## src/rtl/dmem_arbiter.sv

```systemverilog
// rtl/dmem_arbiter.sv - core/host arbiter in front of the single-port data memory
// Core has priority. A host that has waited MAX_WAIT cycles overrides it, and host lock bursts are capped at LOCK_MAX grants.
module dmem_arbiter #(
  parameter int unsigned MAX_WAIT = 4,
  parameter int unsigned LOCK_MAX = 8
) (
  input  logic        clk,
  input  logic        reset,
  input  logic        c_req,
  input  logic [31:0] c_addr,
  input  logic [31:0] c_wdata,
  input  logic [3:0]  c_we,
  output logic        c_gnt,
  output logic        c_rvalid,
  output logic [31:0] c_rdata,
  output logic        core_stall,
  input  logic        h_req,
  input  logic        h_lock,
  input  logic [31:0] h_addr,
  input  logic [31:0] h_wdata,
  input  logic [3:0]  h_we,
  output logic        h_gnt,
  output logic        h_rvalid,
  output logic [31:0] h_rdata,
  output logic [31:0] m_addr,
  output logic [31:0] m_wdata,
  output logic [3:0]  m_we,
  input  logic [31:0] m_rdata
);

  localparam logic [3:0] WaitMax = 4'(MAX_WAIT);
  localparam logic [7:0] LockMax = 8'(LOCK_MAX);

  logic       lock_q, lock_d;
  logic [3:0] wait_cnt_q, wait_cnt_d;
  logic [7:0] lock_cnt_q, lock_cnt_d;
  logic       force_core_q, force_core_d;
  logic       rsel_q, rsel_d;
  logic       rpend_q, rpend_d;

  logic       grant_c, grant_h;
  logic [7:0] lock_cnt_inc;
  logic       lock_break;

  always_comb begin
    grant_c = 1'b0;
    grant_h = 1'b0;
    if (!reset) begin
      if (force_core_q && c_req) begin
        grant_c = 1'b1;
      end else if (lock_q && h_req) begin
        grant_h = 1'b1;
      end else if (h_req && (wait_cnt_q == WaitMax)) begin
        grant_h = 1'b1;
      end else if (c_req) begin
        grant_c = 1'b1;
      end else if (h_req) begin
        grant_h = 1'b1;
      end
    end
  end

  assign c_gnt      = grant_c;
  assign h_gnt      = grant_h;
  assign core_stall = c_req & ~grant_c;

  always_comb begin
    m_addr  = grant_h ? h_addr  : c_addr;
    m_wdata = grant_h ? h_wdata : c_wdata;
    if (grant_h) begin
      m_we = h_we;
    end else if (grant_c) begin
      m_we = c_we;
    end else begin
      m_we = 4'b0000;
    end
  end

  always_comb begin
    wait_cnt_d = wait_cnt_q;
    if (grant_h || !h_req) begin
      wait_cnt_d = 4'd0;
    end else if (wait_cnt_q != WaitMax) begin
      wait_cnt_d = wait_cnt_q + 4'd1;
    end
  end

  // lock_cnt counts every grant of the burst, including the one that enters the lock
  assign lock_cnt_inc = lock_cnt_q + 8'd1;
  assign lock_break   = grant_h & h_lock & (lock_cnt_inc == LockMax);

  always_comb begin
    lock_d = lock_q;
    if (grant_h) begin
      lock_d = h_lock & ~lock_break;
    end else if (!h_req) begin
      lock_d = 1'b0;
    end

    lock_cnt_d = 8'd0;
    if (lock_d) begin
      lock_cnt_d = grant_h ? lock_cnt_inc : lock_cnt_q;
    end

    force_core_d = lock_break;
  end

  always_comb begin
    rpend_d = (grant_c && (c_we == 4'b0000)) || (grant_h && (h_we == 4'b0000));
    rsel_d  = grant_h;
  end

  always_ff @(posedge clk) begin
    if (reset) begin
      lock_q       <= 1'b0;
      wait_cnt_q   <= 4'd0;
      lock_cnt_q   <= 8'd0;
      force_core_q <= 1'b0;
      rsel_q       <= 1'b0;
      rpend_q      <= 1'b0;
    end else begin
      lock_q       <= lock_d;
      wait_cnt_q   <= wait_cnt_d;
      lock_cnt_q   <= lock_cnt_d;
      force_core_q <= force_core_d;
      rsel_q       <= rsel_d;
      rpend_q      <= rpend_d;
    end
  end

  // A read still in flight when reset rises must not report valid data
  assign c_rvalid = rpend_q & ~rsel_q & ~reset;
  assign h_rvalid = rpend_q &  rsel_q & ~reset;
  assign c_rdata  = m_rdata;
  assign h_rdata  = m_rdata;

endmodule
```

## config.mk

```make
export PLATFORM = sky130hd
export DESIGN_NAME = dmem_arbiter
export DESIGN_NICKNAME = d
export VERILOG_FILES = /design/src/rtl/dmem_arbiter.sv
export SDC_FILE = /design/constraint.sdc
export NUM_CORES = 1
export LEC_CHECK = 0
export BUFFER_PORTS_ARGS = -buffer_cell sky130_fd_sc_hd__buf_2
export CAP_MARGIN = 10
export CORE_AREA = 5 5 118 120
export DETAILED_ROUTE_END_ITERATION = 8
export DIE_AREA = 0 0 123 125
export MAX_ROUTING_LAYER = met4
export PLACE_DENSITY = 0.61
export RECOVER_POWER = 25
export SYNTH_ARGS = -nofsm -noshare
export SYNTH_HDL_FRONTEND = slang
export SYNTH_SLANG_ARGS = --single-unit
```

## constraint.sdc

```tcl
create_clock -name clk -period 5.5 [get_ports clk]
set_clock_uncertainty 0.1 [all_clocks]
set_input_delay 1.65 -clock clk [delete_from_list [all_inputs] [get_ports clk]]
set_output_delay 1.65 -clock clk [all_outputs]
set_load 0.03 [all_outputs]
```

==> run metrics, run 1 <==
antenna violations before repair 0; synthesized area divided by synthesized cell count between 8 and 9 µm²; width of the die approximately 120 µm; I/O pins a little over 300; average wire length per cell after detail routing 15.2 µm; Hold Crit Depth 2; Net count, final between 500 and 600; average via count per standard cell between 3 and 4; Inserted Clock Buffers 3; iteration count of the initial detailed-routing pass 4; detailed router's first-iteration violation count 106; area of the multi-input gates 1260 µm²; Required @ worst endpoint around 3.8 ns; WL final 8.50 mm; leading cell type by number of instances after synthesis buf_4; Worst Hold Path EP wait_cnt_q[3]; number of resized instances in the post-cts repair step 0; normalized max-slew margin 54.5%; MaxCap Viol Count 0; category of the most critical setup path primary input to output pin; crit-path max FO 61; cell count of the worst reg-to-reg path 8; proportion of netlist area held by the largest area contributor 34.1%; Initial Utilization 16.7%; Pwr Density between 150 and 200 nW/µm²; GR Overflow Total 0; number of storage elements in the synthesis netlist 16; synthesized netlist cell count between 200 and 250; primary flip-flop cell chosen by synthesis mapping dfxtp_1; arrival time reported for the critical path endpoint 3.28 ns; CTS tree built; setup repair after global routing missed its margin no; DRT antenna net count 0; run status complete, no violations; sort of element at the start of the critical path primary input; number of synthesis warnings 0; post-route minimum period 5.03 ns; Peak VDD IR around 0.082 mV; Critical Path End Type output pin; post-synthesis cell type count 33; Mapped Nets roughly 420; Final Cycle Share 91.5%; via count 2,147; reg-to-reg endpoint lock_cnt_q[4]; final antenna diode count 0; area occupied by registers 320 µm²; library cell used as clock root buffer clkbuf_16; area added between synthesis and finish 39.2%; final std cells w/o fill 561; most used standard cells in the synthesized netlist 66 x buf_4, 65 x mux2_2, 16 x dfxtp_1, 16 x nor2_1, 9 x nand2_1; maximum number of pins on one net before global-route repair 62; Post-route DRC 0; fraction of registers with async set or reset after synthesis 0%; post-synthesis sequential area ratio between 10% and 20%; launch instance of the worst min-delay path wait_cnt_q[3]; vertical die dimension 125 µm; Rows 42; fill count 1,401; leading post-synthesis cells by cell area mux2_2 34%, buf_4 23%, dfxtp_1 15%; HPWL after DPL 7.53 mm; count of endpoints failing hold in the final timing report 0; core region area 12,900 µm²; EDFF count, synth 0; Worst-path clk slew 0.05 ns; Max Transition Viols Final 0; dominant cell type by area after synthesis mux2_2; type of the most critical hold path flip-flop to flip-flop; Hold Buf Count CTS 0; via count of the first global-routing pass 2,141; area enclosed by the die boundary 15,400 µm²; proportion of layout cells with a drive suffix above 1 73.5%; Reg2Reg Launch Point wait_cnt_q[0]; worst hold margin 0.435 ns; H-tree levels 1; Clock Latency Late Sink approximately 0.24 ns; final setup violation count 0; slew at the pin with the worst max-slew slack 0.682 ns; wire length of the first global-routing pass ~12 mm; post-synthesis instance area 2150 µm²; cell leakage power about 1.4 nW; maximum clock path buffer count 2; # Post-CTS Setup Buffers 0; placer's final routability congestion estimate around 0.8; r2r setup slk 3.25 ns; Max Fclk around 200 MHz; overall global routing resource usage approximately a tenth; total instance count after detailed placement approximately 560; Clock Sinks 16; Sum Neg Setup Slack 0 ns; count of input and output buffers 213; Final Util 23.2%
==> how the worst max path moves through the flow <==
stage / start / end / slack [ns] / cells past startpoint
floorplan: c_req / m_we[0] / 0.60 / 4
detailed placement: reset / m_addr[18] / 0.69 / 5
global route: c_req / m_wdata[10] / 0.34 / 5
global placement: reset / m_addr[18] / 0.70 / 5
CTS: reset / m_addr[18] / 0.69 / 5
finish: c_req / m_addr[18] / 0.47 / 5
==> placed cells by master (no fill, tap or decap), types with 3 or more instances in the layout <==
master and count:
a21oi_1 7, a22o_1 4, a311oi_1 3, buf_2 212, clkbuf_16 3, dfxtp_1 16, ha_1 3, inv_1 5
mux2_2 65, nand2_1 9, nand3_1 3, nand4_1 4, nor2_1 16, nor3_1 3, xnor2_1 4, xor2_1 5
==> layout make-up <==
type,instances,area share (%)
multi-input cells,146,42.2
well taps,176,7.37
clock buffers,3,2.51
repair buffers,215,36.6
inverters,5,0.628
flip-flops and latches,16,10.7
==> state kept, by name, indices dropped and copies added (netlist names) <==
| register | flops |
|---|---|
| lock_q | 1 |
| rsel_q | 1 |
| rpend_q | 1 |
| wait_cnt_q | 4 |
| lock_cnt_q | 8 |
| force_core_q | 1 |
==> critical path, stage by stage <==
cell      delay, ns
clkbuf_1       0.17
a311oi_1       0.48
buf_12         0.34
mux2_2         0.40
buf_2          0.18
==> routing by layer <==
layer / share of wire [%] / GRT usage [%] / up-vias
met5: 0 / - / -
met4: 0.99 / 2.67 / 0
met3: 12 / 2.26 / 6
met2: 47 / 16.8 / 133
met1: 40 / 12.0 / 939
li1: - / - / 1069
==> kinds of logic after synthesis <==
logic type	after synthesis	share of synthesized area [%]
AOI/OAI and AO/OA	18	6.82
xor gates and xnor gates	9	3.67
DFF	16	14.9
adders and majority gates	3	1.75
muxes	66	34.6
and+or+nand+nor	50	12.7
buffers and inverters	78	25.5
==> where the power goes <==
part / switching, mW / internal, mW
sequential: 0.000796 / 0.117
combinational: 0.136 / 0.0952
clock: 0.0424 / 0.0952
total: 0.179 / 0.308
==> stage by stage <==
step	instance area, µm²	setup slack [ns]	power [mW]
floorplan	2150	0.595	0.344
CTS	3010	0.689	0.498
detailed placement	2930	0.695	0.354
global placement	2930	0.701	0.354
global route	2990	0.339	0.510
finish	2990	0.466	0.487
Note: power is estimated with default switching activity, not from simulation.
==> run 2: changes to the inputs <==
==> constraint.sdc (replaced) <==
create_clock -name clk -period 4.9 [get_ports clk]
set_clock_uncertainty 0.1 [all_clocks]
set_input_delay 1.47 -clock clk [delete_from_list [all_inputs] [get_ports clk]]
set_output_delay 1.47 -clock clk [all_outputs]
set_load 0.03 [all_outputs]
==> run metrics, run 2 (synthesized netlist as in run 1, its figures left out) <==
Critical Path Max Stage Delay 0.39 ns (-0.09 ns); type of the most critical hold path flip-flop to flip-flop; worst hold margin 0.434 ns (-0.000938 ns); via count 2,170 (+1.1%); overall global routing resource usage 9.95% (-0.056 points); cell leakage power 1.43 nW (+0.62%); final setup violation count 0 (unchanged); I/O pins 310 (unchanged); flip-flop count of the largest register after layout 8 (unchanged); Initial Utilization 16.7% (unchanged); vertical die dimension 125 µm (unchanged); Post-route DRC 0 (unchanged); area added between synthesis and finish 40.3%; maximum clock path buffer count 2 (unchanged); Clock Latency Late Sink 0.24 ns (about the same); leading cell types in the layout, fill and taps excluded 212 x buf_2, 65 x mux2_2, 16 x nor2_1, 16 x dfxtp_1, 9 x nand2_1; instance area after placement 2940 µm² (+0.26%); maximum number of pins on one net before global-route repair 62 (unchanged); GR Overflow Total 0 (unchanged); average via count per standard cell 3.86 (+0.89%); iteration count of the initial detailed-routing pass 3 (-1); cell family with most CP delay buffers and inverters; run status complete, no violations; via count of the first global-routing pass 2,204 (+2.9%); Sum Neg Setup Slack 0 ns (unchanged); DRT antenna net count 0 (unchanged); Peak VDD IR 0.112 mV (+37%); arrival time reported for the critical path endpoint 2.95 ns (-0.33 ns); Worst Path Buf+Inv 3 (unchanged); cell count of the worst reg-to-reg path 6 (-2); placer's final routability congestion estimate 0.819 (+0.59%); Clock Sinks 16 (unchanged); Hold Buf Count CTS 0 (unchanged); area enclosed by the die boundary 15,400 µm² (unchanged); crit-path max FO 61 (unchanged); count of input and output buffers 213 (unchanged); Max Fclk 221 MHz; normalized max-slew margin 67.1% (+13 points); category of the most critical setup path primary input to output pin; final cell area excluding filler cells 3010 µm² (+0.84%); Pwr Density 182 nW/µm² (+11%); Worst-path clk slew 0.05 ns (about the same); Levels on crit path 5 (unchanged); HPWL after DPL 7.59 mm (+0.75%); number of resized instances in the post-cts repair step 0 (unchanged); slew at the pin with the worst max-slew slack 0.488 ns (-0.194 ns); wire length of the first global-routing pass 11.8 mm (+0.83%); CTS tree built; antenna violations before repair 0 (unchanged); worst slack at placement 0.452 ns (-0.242 ns); most common cell after layout, fill and taps aside buf_2; Largest regs lock_cnt_q (8), wait_cnt_q (4); Net count, final 564 (+0.18%); Required @ worst endpoint 3.33 ns (-0.42 ns); width of the die 123 µm (unchanged); Worst path slowest cell mux2_2; Final Cycle Share 92.3%; post-route total power 0.547 mW (+12%); Inserted Clock Buffers 3 (unchanged); Rows 42 (unchanged); library cell used as clock root buffer clkbuf_16; sort of element at the start of the critical path primary input; H-tree levels 1 (unchanged); post-route minimum period 4.52 ns; Hold Crit Depth 2 (unchanged); Critical Path End Type output pin; Max Transition Viols Final 0 (unchanged); final antenna diode count 0 (unchanged); setup repair after global routing missed its margin no; proportion of layout cells with a drive suffix above 1 73.8% (+0.33 points); setup ws final 0.378 ns (-0.0875 ns); cells along the critical path clkbuf_1 > a311oi_4 > buf_12 > mux2_2 > buf_2; MaxCap Viol Count 0 (unchanged); count of endpoints failing hold in the final timing report 0 (unchanged); top register by number of flip-flops lock_cnt_q; average wire length per cell after detail routing 15.2 µm (+0.39%); # Post-CTS Setup Buffers 0 (unchanged); core region area 12,900 µm² (unchanged); detailed router's first-iteration violation count 60 (-43%); WL final 8.55 mm (+0.56%)
run 2: layer usage:
metal  GRT usage [%]  vias up  wire length [µm]
met1            12.0      964              3400
met2            16.9      131              4070
met5               -        -                 0
met3            2.48        6               983
met4            1.76        0                93
li1                -     1069                 -
run 2: path summary, 6_finish.rpt:
check / from / endpoint / slack [ns]
worst max register to register: lock_cnt_q[0] / lock_cnt_q[1] / 2.83
worst min register to register: wait_cnt_q[3] / wait_cnt_q[3] / 0.43
worst max-delay path: c_req / m_addr[18] / 0.38
worst min-delay path: wait_cnt_q[3] / wait_cnt_q[3] / 0.43
run 2: worst register-to-register path, stage by stage (launching register included):
cell and delay [ns]:
dfxtp_1 0.34, ha_1 0.25, or4b_1 0.47, nor3_1 0.14, o311ai_0 0.21, a21oi_1 0.35, nor2_1 0.09
run 2: power by group:
group	switching, mW	total, mW	internal (mW)
Sequential	0.000865	0.132	0.132
Clock	0.0461	0.153	0.107
Combinational	0.154	0.262	0.108
Total	0.201	0.547	0.346
run 2: layout make-up:
| cell class | count | area, µm² |
|---|---|---|
| repair buffers | 216 | 1100 |
| well taps | 176 | 220 |
| multi-input cells | 146 | 1280 |
| flip-flops and latches | 16 | 320 |
| inverters | 5 | 18.8 |
| fillers | 1407 | 9860 |
| clock buffers | 3 | 75.1 |
run 2: stage by stage:
| stage | instances | util (%) |
|---|---|---|
| final | 562 | 23.4 |
| after global routing | 562 | 23.4 |
| after CTS | 562 | 23.4 |
| after detailed placement | 559 | 22.8 |
| after global placement | 559 | 22.8 |
| after floorplan | 240 | - |
